### config.mk
export PLATFORM = sky130hd
export DESIGN_NAME = video_arbiter_flat
export DESIGN_NICKNAME = d
export VERILOG_FILES = /design/src/rtl/video_arbiter_if.sv /design/src/rtl/video_arbiter.sv /design/src/flat_wrapper.sv
export SDC_FILE = /design/constraint.sdc
export NUM_CORES = 1
export LEC_CHECK = 0
export CAP_MARGIN = 15
export CORE_MARGIN = 2
export CORE_UTILIZATION = 43
export DETAILED_ROUTE_END_ITERATION = 10
export GPL_TIMING_DRIVEN = 0
export PLACE_DENSITY = 0.79
export SYNTH_ARGS = -nofsm -noshare
export SYNTH_HDL_FRONTEND = slang
export SYNTH_SLANG_ARGS = --single-unit
### constraint.sdc
create_clock -name clk -period 2.35 [get_ports clk]
set_input_delay 0.3525 -clock clk [delete_from_list [all_inputs] [get_ports clk]]
set_output_delay 0.3525 -clock clk [all_outputs]
set_load 0.02 [all_outputs]
### src/rtl/video_arbiter_if.sv
// Bundle of the video fetcher, CPU and DRAM controller signals of the video arbiter.
// The master modport is the environment side (fetcher/CPU/DRAM), the slave modport is the arbiter.
interface video_arbiter_if;
    logic        cend;
    logic        video_go;
    logic [1:0]  video_bw;
    logic [20:0] video_addr;
    logic        video_next;
    logic        video_strobe;
    logic [15:0] video_data;
    logic        cpu_req;
    logic        cpu_grant;
    logic        dram_req;
    logic [20:0] dram_addr;
    logic        dram_vid;
    logic        dram_stb;
    logic [15:0] dram_rdata;
    logic        arb_err;

    modport master (
        output cend, video_go, video_bw, video_addr, cpu_req, dram_stb, dram_rdata,
        input  video_next, video_strobe, video_data, cpu_grant, dram_req, dram_addr,
               dram_vid, arb_err
    );

    modport slave (
        input  cend, video_go, video_bw, video_addr, cpu_req, dram_stb, dram_rdata,
        output video_next, video_strobe, video_data, cpu_grant, dram_req, dram_addr,
               dram_vid, arb_err
    );
endinterface

### src/rtl/video_arbiter.sv
// Video/CPU DRAM slot arbiter. An 8-slot wheel advanced by cend decides, per
// slot, whether the video fetcher or the CPU gets the DRAM. Issued requests
// are tracked in a 4-deep owner FIFO so returning read data can be routed.
// Optional feature: define VIDEO_ARB_SLOT_REUSE_EN to let the CPU take
// video-eligible slots that the video fetcher does not use.
module video_arbiter (
    input  logic            clk,
    input  logic            rst,
    video_arbiter_if.slave  bus
);

    logic [2:0] slot;
    logic [3:0] owner_mem;
    logic [1:0] wr_ptr;
    logic [1:0] rd_ptr;
    logic [2:0] count;
    logic [2:0] occupancy;
    logic       eligible;
    logic       fifo_full;
    logic       fifo_empty;
    logic       vid_grant;
    logic       cpu_grant_c;
    logic       pop;
    logic       head_vid;

    // Video eligibility of the current slot as a function of requested bandwidth
    always_comb begin
        eligible = 1'b0;
        case (bus.video_bw)
            2'b00:   eligible = (slot == 3'd0);
            2'b01:   eligible = (slot[1:0] == 2'd0);
            2'b10:   eligible = (slot[0] == 1'b0);
            default: eligible = 1'b1;
        endcase
    end

    // The request being issued this cycle is not yet counted, so include it
    // when deciding whether another grant still fits in the FIFO.
    assign occupancy  = count + {2'b00, bus.dram_req};
    assign fifo_full  = (occupancy >= 3'd4);
    assign fifo_empty = (count == 3'd0);
    assign vid_grant  = bus.cend & bus.video_go & eligible & ~fifo_full;
`ifdef VIDEO_ARB_SLOT_REUSE_EN
    assign cpu_grant_c = bus.cend & bus.cpu_req & ~vid_grant & ~fifo_full;
`else
    assign cpu_grant_c = bus.cend & bus.cpu_req & ~eligible & ~fifo_full;
`endif
    assign pop      = bus.dram_stb & ~fifo_empty;
    assign head_vid = owner_mem[rd_ptr];

    // Slot wheel advancing on every slot boundary
    always_ff @(posedge clk or posedge rst) begin
        if (rst)
            slot <= 3'd0;
        else if (bus.cend)
            slot <= slot + 3'd1;
    end

    // Registered grant outputs, issued the cycle after the slot boundary
    always_ff @(posedge clk or posedge rst) begin
        if (rst) begin
            bus.dram_req   <= 1'b0;
            bus.dram_vid   <= 1'b0;
            bus.video_next <= 1'b0;
            bus.cpu_grant  <= 1'b0;
            bus.dram_addr  <= 21'd0;
        end else begin
            bus.dram_req   <= vid_grant | cpu_grant_c;
            bus.dram_vid   <= vid_grant;
            bus.video_next <= vid_grant;
            bus.cpu_grant  <= cpu_grant_c;
            bus.dram_addr  <= vid_grant ? bus.video_addr : 21'd0;
        end
    end

    // Owner FIFO: push the owner of each issued request, pop on each valid return
    always_ff @(posedge clk or posedge rst) begin
        if (rst) begin
            owner_mem <= 4'd0;
            wr_ptr    <= 2'd0;
            rd_ptr    <= 2'd0;
            count     <= 3'd0;
        end else begin
            if (bus.dram_req) begin
                owner_mem[wr_ptr] <= bus.dram_vid;
                wr_ptr            <= wr_ptr + 2'd1;
            end
            if (pop)
                rd_ptr <= rd_ptr + 2'd1;
            case ({bus.dram_req, pop})
                2'b10:   count <= count + 3'd1;
                2'b01:   count <= count - 3'd1;
                default: count <= count;
            endcase
        end
    end

    // Route returning data to the video side and flag unexpected returns
    always_ff @(posedge clk or posedge rst) begin
        if (rst) begin
            bus.video_strobe <= 1'b0;
            bus.video_data   <= 16'd0;
            bus.arb_err      <= 1'b0;
        end else begin
            bus.video_strobe <= pop & head_vid;
            if (pop && head_vid)
                bus.video_data <= bus.dram_rdata;
            if (bus.dram_stb && fifo_empty)
                bus.arb_err <= 1'b1;
        end
    end

endmodule
### src/flat_wrapper.sv
// flat-port wrapper written by rule: the top's interface ports become plain ports
module video_arbiter_flat 
  (clk, rst, bus_cend, bus_video_go, bus_video_bw, bus_video_addr, bus_cpu_req, bus_dram_stb, bus_dram_rdata, bus_video_next, bus_video_strobe, bus_video_data, bus_cpu_grant, bus_dram_req, bus_dram_addr, bus_dram_vid, bus_arb_err);
  video_arbiter_if bus_i ();
  input  logic clk;
  input  logic rst;
  input wire logic [$bits(bus_i.cend)-1:0] bus_cend;
  input wire logic [$bits(bus_i.video_go)-1:0] bus_video_go;
  input wire logic [$bits(bus_i.video_bw)-1:0] bus_video_bw;
  input wire logic [$bits(bus_i.video_addr)-1:0] bus_video_addr;
  input wire logic [$bits(bus_i.cpu_req)-1:0] bus_cpu_req;
  input wire logic [$bits(bus_i.dram_stb)-1:0] bus_dram_stb;
  input wire logic [$bits(bus_i.dram_rdata)-1:0] bus_dram_rdata;
  output wire logic [$bits(bus_i.video_next)-1:0] bus_video_next;
  output wire logic [$bits(bus_i.video_strobe)-1:0] bus_video_strobe;
  output wire logic [$bits(bus_i.video_data)-1:0] bus_video_data;
  output wire logic [$bits(bus_i.cpu_grant)-1:0] bus_cpu_grant;
  output wire logic [$bits(bus_i.dram_req)-1:0] bus_dram_req;
  output wire logic [$bits(bus_i.dram_addr)-1:0] bus_dram_addr;
  output wire logic [$bits(bus_i.dram_vid)-1:0] bus_dram_vid;
  output wire logic [$bits(bus_i.arb_err)-1:0] bus_arb_err;
  assign bus_i.cend = bus_cend;
  assign bus_i.video_go = bus_video_go;
  assign bus_i.video_bw = bus_video_bw;
  assign bus_i.video_addr = bus_video_addr;
  assign bus_i.cpu_req = bus_cpu_req;
  assign bus_i.dram_stb = bus_dram_stb;
  assign bus_i.dram_rdata = bus_dram_rdata;
  assign bus_video_next = bus_i.video_next;
  assign bus_video_strobe = bus_i.video_strobe;
  assign bus_video_data = bus_i.video_data;
  assign bus_cpu_grant = bus_i.cpu_grant;
  assign bus_dram_req = bus_i.dram_req;
  assign bus_dram_addr = bus_i.dram_addr;
  assign bus_dram_vid = bus_i.dram_vid;
  assign bus_arb_err = bus_i.arb_err;
  video_arbiter u_core (.clk(clk), .rst(rst), .bus(bus_i));
endmodule
==> results.ini, run 1 <==
[run_status]
status=finished, final reports clean

[grt]
grt_pass1_vias=1475
grt_pass1_wl_um=7272
grt_max_degree=35
overflow=0
antenna_found_initial=0
grtUsageTotal_pct=16.17

[route]
drt-wirelength-per-cell_um=13.11
top_layer_used=met4
viasPerCell=4.458
wirelength_um=4235
ant_nets=0
met1_length_um=1734
vias=1440
drt-initial-drc-count=38
drc=0
wl_met3_um=357
wl_met2_um=2071
firstDrtPassIters=3

[placement]
dpl.hpwl_um=3255
dp_slack_ns=0.1517
port_buffers=87
place.gp.congestion=0.7579

[die]
fp.dieH_um=76.21
rows=26
die_x_um=76.21
start_util_pct=44.18
ios=88
placeableCoreArea_sq_um=5075
die_area_sq_um=5808

[final_layout]
area_delta_synth_final_pct=48.77
antenna_cells=0
drive_gt1_share_pct=15.02
nets=305

[clocking]
cts_buffer_depth=2
post_cts_buffers=0
cts_inserted_buffers=5
worstSkewPairLatency_ns=0.31
cts_tree=yes
ctsResizeCount=0
clock_sinks=56
cts_hold_buf=0
htreeDepth=2
root_buffer=clkbuf_8
path_clk_slew_ns=0.09

[sta]
relSlewSlack_pct=51.06
grt_setup_unrepaired=false
setup_slack_ns=0.4124
fmax_mhz=516.1
holdWs_ns=0.4655
setup_viol=0
tns_ns=0
tightestPinTransition_ns=0.7330
period_share_pct=82.45
finClkSkew_ns=0.009928
layout_min_cycle_time_ns=1.938
finalHoldViolations=0
drv_slew=0

[logic_synthesis]
synth_area_leaders=dfrtp_1 (63%), mux2_4 (6.0%), and2_1 (5.9%)
synth_top_area_cell=dfrtp_1
synth_seq_cells=56
yosysSeqAreaShare_pct=62.50
synth.top_cell.area_share_pct=62.50
syn-num-nets=210
ys_warn_count=0
synth_area_per_cell_sq_um=14.28
synth.cell_area_sq_um=2242
syn_inst=157
synth_cell_types=30

[worst_setup_path]
worstPathArrival_ns=2.17
end_kind=register
start_kind=register
cp_max_fo=5
rrSetupSlack_ns=0.41
r2r-start=u_core.count[0]
r2r_cells=8
required_ns=2.58
r2r-end=u_core.count[2]
crit_type=reg2reg

[worst_hold_path]
holdPathEnd=u_core.bus.arb_err
worstHoldStart=u_core.bus.arb_err
hold_path_depth=1
hold_path.class=reg2reg

[pwr]
powerDensity_nw_per_um2=973.8
p_total_mw=3.248
irDropWorstVdd_mv=0.4438
power.leakage_nw=1.589

[flow_run]
cap_violations=0

-- power breakdown --
part	leakage [nW]	switching, mW	internal, mW	total [mW]
logic	0.795	0.544	0.694	1.24
clock network	0.0552	0.291	0.316	0.608
registers	0.739	0.173	1.23	1.40
-- metrics by stage --
stage	instances	utilization, %	instance area, sq um
2_1_floorplan	157	-	2242
3_3_place_gp	314	63.07	3201
3_5_place_dp	315	63.61	3228
4_1_cts	323	65.73	3336
5_1_grt	323	65.73	3336
6_report	323	65.73	3336
-- synth_stat cells --
library cell and n:
nor3b_2 1, ha_1 7, xnor2_1 3, clkbuf_2 1, nand2_1 8, mux2_4 9
buf_4 1, xor2_1 5, a22oi_1 1, mux4_2 1, dfrtp_1 56, inv_1 11
nor3b_1 1, buf_2 2, buf_12 1, mux2i_1 2, o21ai_0 2, nor2_1 2
mux2_2 11, nor3_1 1, o21ai_1 1, nor2b_1 1, and2b_2 1, nand2_4 1
and2_1 21, a31oi_1 1, fa_1 1, and4_1 1, a21o_1 1, nand2b_1 2
-- area by class of cell --
cell class	instances	area [sq um]
fillers	395	1739
flip-flops and latches	56	1401
repair buffers	88	898.4
multi-input cells	85	757.0
well taps	70	87.58
clock buffers	6	72.57
plain buffers	5	42.54
inverters	11	41.29
clock inverters	2	35.03
-- worst max-delay path: stages, from the launching register on --
cell	delay, ns
dfrtp_1	0.43
nor3_1	0.09
and2b_2	0.29
ha_1	0.21
inv_1	0.06
fa_1	0.37
xor2_1	0.15
nor2_1	0.11
xor2_1	0.15
-- registers in the layout, summed over array words and instances (netlist names) --
name	count
u_core.bus.video_next	1
u_core.bus.video_strobe	1
u_core.bus.arb_err	1
u_core.count	3
u_core.bus.dram_addr	21
u_core.wr_ptr	2
u_core.bus.cpu_grant	1
u_core.bus.video_data	16
u_core.owner_mem	4
u_core.bus.dram_req	1
u_core.rd_ptr	2
u_core.slot	3
-- cells in the final DEF (no fill, tap or decap), types with 3 or more instances in the layout --
cell type        Yosys  final
mux2_2              11     11
and2_1              21     21
clkbuf_8             0      5
clkdlybuf4s50_1      0     87
ha_1                 7      7
mux2_4               9      9
inv_1               11     10
nand2_1              8      8
dfrtp_1             56     56
xor2_1               5      5
xnor2_1              3      3
-- worst max path at each step --
stage               cells past startpoint         endpoint  slack, ns       startpoint
CTS                                     8  u_core.count[2]       0.39  u_core.count[0]
floorplan                               8  u_core.count[2]       0.59  u_core.count[0]
global route                            8  u_core.count[2]       0.26  u_core.count[0]
global placement                        2   u_core.slot[0]      -0.37              rst
detailed placement                      8  u_core.count[2]       0.15     bus_dram_stb
finish                                  8  u_core.count[2]       0.41  u_core.count[0]
-- kinds of logic (layout without fill, tap and decap cells) --
| group | after synthesis | after routing | share of synthesized area [%] |
|---|---|---|---|
| DFF | 56 | 56 | 62.50 |
| and+or+nand+nor | 40 | 40 | 10.77 |
| muxes | 23 | 23 | 13.45 |
| buffers and inverters | 16 | 112 | 3.739 |
| adders and majority gates | 8 | 8 | 4.799 |
| xor gates and xnor gates | 8 | 8 | 3.125 |
| AOI/OAI and AO/OA | 6 | 6 | 1.619 |
-- metal layers --
metal | GRT usage (%) | up-vias
met5 | 0 | -
met4 | 5.455 | 0
met3 | 5.924 | 9
met2 | 26.55 | 59
met1 | 19.83 | 684
li1 | - | 688
(Power assumes the default switching activity.)
==> run 2: changes to the inputs <==
--- a/config.mk
+++ b/config.mk
@@ -7,10 +7,10 @@
 export LEC_CHECK = 0
 export CAP_MARGIN = 15
 export CORE_MARGIN = 2
-export CORE_UTILIZATION = 43
+export CORE_UTILIZATION = 39
 export DETAILED_ROUTE_END_ITERATION = 10
 export GPL_TIMING_DRIVEN = 0
-export PLACE_DENSITY = 0.79
+export PLACE_DENSITY = 0.76
 export SYNTH_ARGS = -nofsm -noshare
 export SYNTH_HDL_FRONTEND = slang
 export SYNTH_SLANG_ARGS = --single-unit
==> constraint.sdc (replaced) <==
create_clock -name clk -period 1.7 [get_ports clk]
set_input_delay 0.255 -clock clk [delete_from_list [all_inputs] [get_ports clk]]
set_output_delay 0.255 -clock clk [all_outputs]
set_load 0.02 [all_outputs]
==> results.ini, run 2 (synthesized netlist as in run 1, its figures left out) <==
[worst_setup_path]
worstPathArrival_ns=1.90  ; -0.27 ns
start_kind=register
r2r_cells=8  ; unchanged
cp_max_fo=2  ; -3
rrSetupSlack_ns=0.02  ; -0.39 ns
end_kind=register
required_ns=1.92  ; -0.66 ns
crit_type=reg2reg

[sta]
relSlewSlack_pct=67.89  ; +17 points
finalHoldViolations=0  ; unchanged
layout_min_cycle_time_ns=1.679  ; -0.2590 ns
grt_setup_unrepaired=true
tightestPinTransition_ns=0.4809  ; -0.2521 ns
holdWs_ns=0.2935  ; -0.1720 ns
drv_slew=0  ; unchanged
setup_viol=0  ; unchanged
period_share_pct=98.74  ; +16 points
finClkSkew_ns=0.004079  ; -0.005849 ns
fmax_mhz=595.7  ; +15%

[clocking]
clock_sinks=56  ; unchanged
cts_tree=yes
cts_inserted_buffers=5  ; unchanged
root_buffer=clkbuf_8
worstSkewPairLatency_ns=0.29  ; -0.02 ns
path_clk_slew_ns=0.09  ; about the same
htreeDepth=2  ; unchanged
cts_buffer_depth=2  ; unchanged

[route]
viasPerCell=4.468  ; +0.23%
drt-wirelength-per-cell_um=13.05  ; -0.48%
wirelength_um=4319  ; +2.0%
drc=0  ; unchanged
firstDrtPassIters=5  ; +2
ant_nets=0  ; unchanged
drt-initial-drc-count=51  ; +34%
vias=1479  ; +2.7%

[die]
rows=27  ; +3.8%
ios=88  ; unchanged
die_x_um=79.82  ; +4.7%
placeableCoreArea_sq_um=5540  ; +9.2%
start_util_pct=40.47  ; -3.7 points
fp.dieH_um=79.82  ; +4.7%
die_area_sq_um=6371  ; +9.7%

[final_layout]
final_cell_mix=clkdlybuf4s50_1 (86), dfrtp_1 (56), and2_1 (21), mux2_2 (11)
antenna_cells=0  ; unchanged
drive_gt1_share_pct=19.31  ; +4.3 points
nets=311  ; +2.0%
largest_register=u_core.bus.dram_addr
fin_util_pct=61.34  ; -4.4 points
area_delta_synth_final_pct=51.56
top_regs=u_core.bus.dram_addr (21), u_core.bus.video_data (16), u_core.owner_mem (4)
largest_register_ffs=21  ; unchanged
final_common_cell=clkdlybuf4s50_1
fillCellCount=457  ; +16%

[placement]
place.gp.congestion=0.6808  ; -10%
port_buffers=87  ; unchanged
dpl.hpwl_um=3239  ; -0.48%

[grt]
grt_pass1_wl_um=6955  ; -4.4%
grt_pass1_vias=1516  ; +2.8%
antenna_found_initial=0  ; unchanged
grt_max_degree=35  ; unchanged
grtUsageTotal_pct=14.02  ; -2.2 points
overflow=0  ; unchanged

[run_status]
status=finished, final reports clean

[pwr]
power.leakage_nw=1.602  ; +0.85%
irDropWorstVdd_mv=0.6233  ; +40%
powerDensity_nw_per_um2=1332  ; +37%
p_total_mw=4.525  ; +39%

[flow_run]
cap_violations=0  ; unchanged

[worst_hold_path]
hold_path.class=in2async

==> run 2: changes by cell type in the layout (fill, tap and decap cells not counted), sizes merged <==
cell,delta
clkbuf,+1
clkinvlp,+1
clkinv,-1
dlygate4sd2,+1
buf,+6
bufinv,-1
clkdlybuf4s50,-1
==> run 2: worst max-delay path, stage by stage (launching register included) <==
cell and delay, ns:
dfrtp_1 0.38, nor3_2 0.06, and2b_4 0.26, ha_4 0.14
inv_2 0.03, fa_2 0.32, xor2_1 0.14, nor2_1 0.11
xor2_1 0.15
==> run 2: per-stage QoR <==
stage	cell area [sq um]	setup TNS, ns	std cells	setup slack [ns]
final	3398	0	331	0.02140
after global routing	3398	-0.1118	331	-0.07485
after CTS	3388	-0.004112	330	-0.004112
after detailed placement	3243	-2.279	317	-0.3185
after global placement	3223	-53.27	316	-0.9425
after floorplan	2262	-0.01975	157	-0.01975
==> run 2: path summary, 6_finish.rpt <==
check	from	end
max	u_core.count[2]	u_core.count[2]
min	rst	u_core.bus.video_data[8]
max reg2reg	u_core.count[2]	u_core.count[2]
min reg2reg	u_core.bus.arb_err	u_core.bus.arb_err
max in group asynchronous	rst	u_core.slot[1]
min in group clk	u_core.bus.arb_err	u_core.bus.arb_err
==> run 2: routing by layer <==
metal	vias up	wire length, um	part of all wire [%]	global-route usage [%]
met1	697	1785	41	16.38
met2	68	2130	49	24.79
met3	12	343	7.9	4.638
met4	0	59	1.4	3.559
met5	-	0	0	0
li1	702	-	-	-
==> run 2: final cells by class <==
type | instances | area [sq um] | share of cell area, %
clock buffers | 7 | 86.33 | 2.541
plain buffers | 4 | 30.03 | 0.8837
flip-flops and latches | 56 | 1401 | 41.24
multi-input cells | 85 | 802.0 | 23.60
clock inverters | 1 | 7.507 | 0.2209
well taps | 72 | 90.09 | 2.651
repair buffers | 95 | 939.7 | 27.65
inverters | 11 | 41.29 | 1.215
==> run 2: timing repair <==
item | CTS | global route
setup endpoints to repair | 26 | 24
hold buffers | 0 | 0
buffers inserted | 5 | 1
hold endpoints to repair | 0 | 0
gates cloned | 0 | 1
resized for setup | 4 | 10
pin swaps | 1 | 3
==> run 2: report_power, final <==
group	internal (mW)	switching, mW
registers	1.70	0.215
logic	1.06	0.834
clock network	0.332	0.389
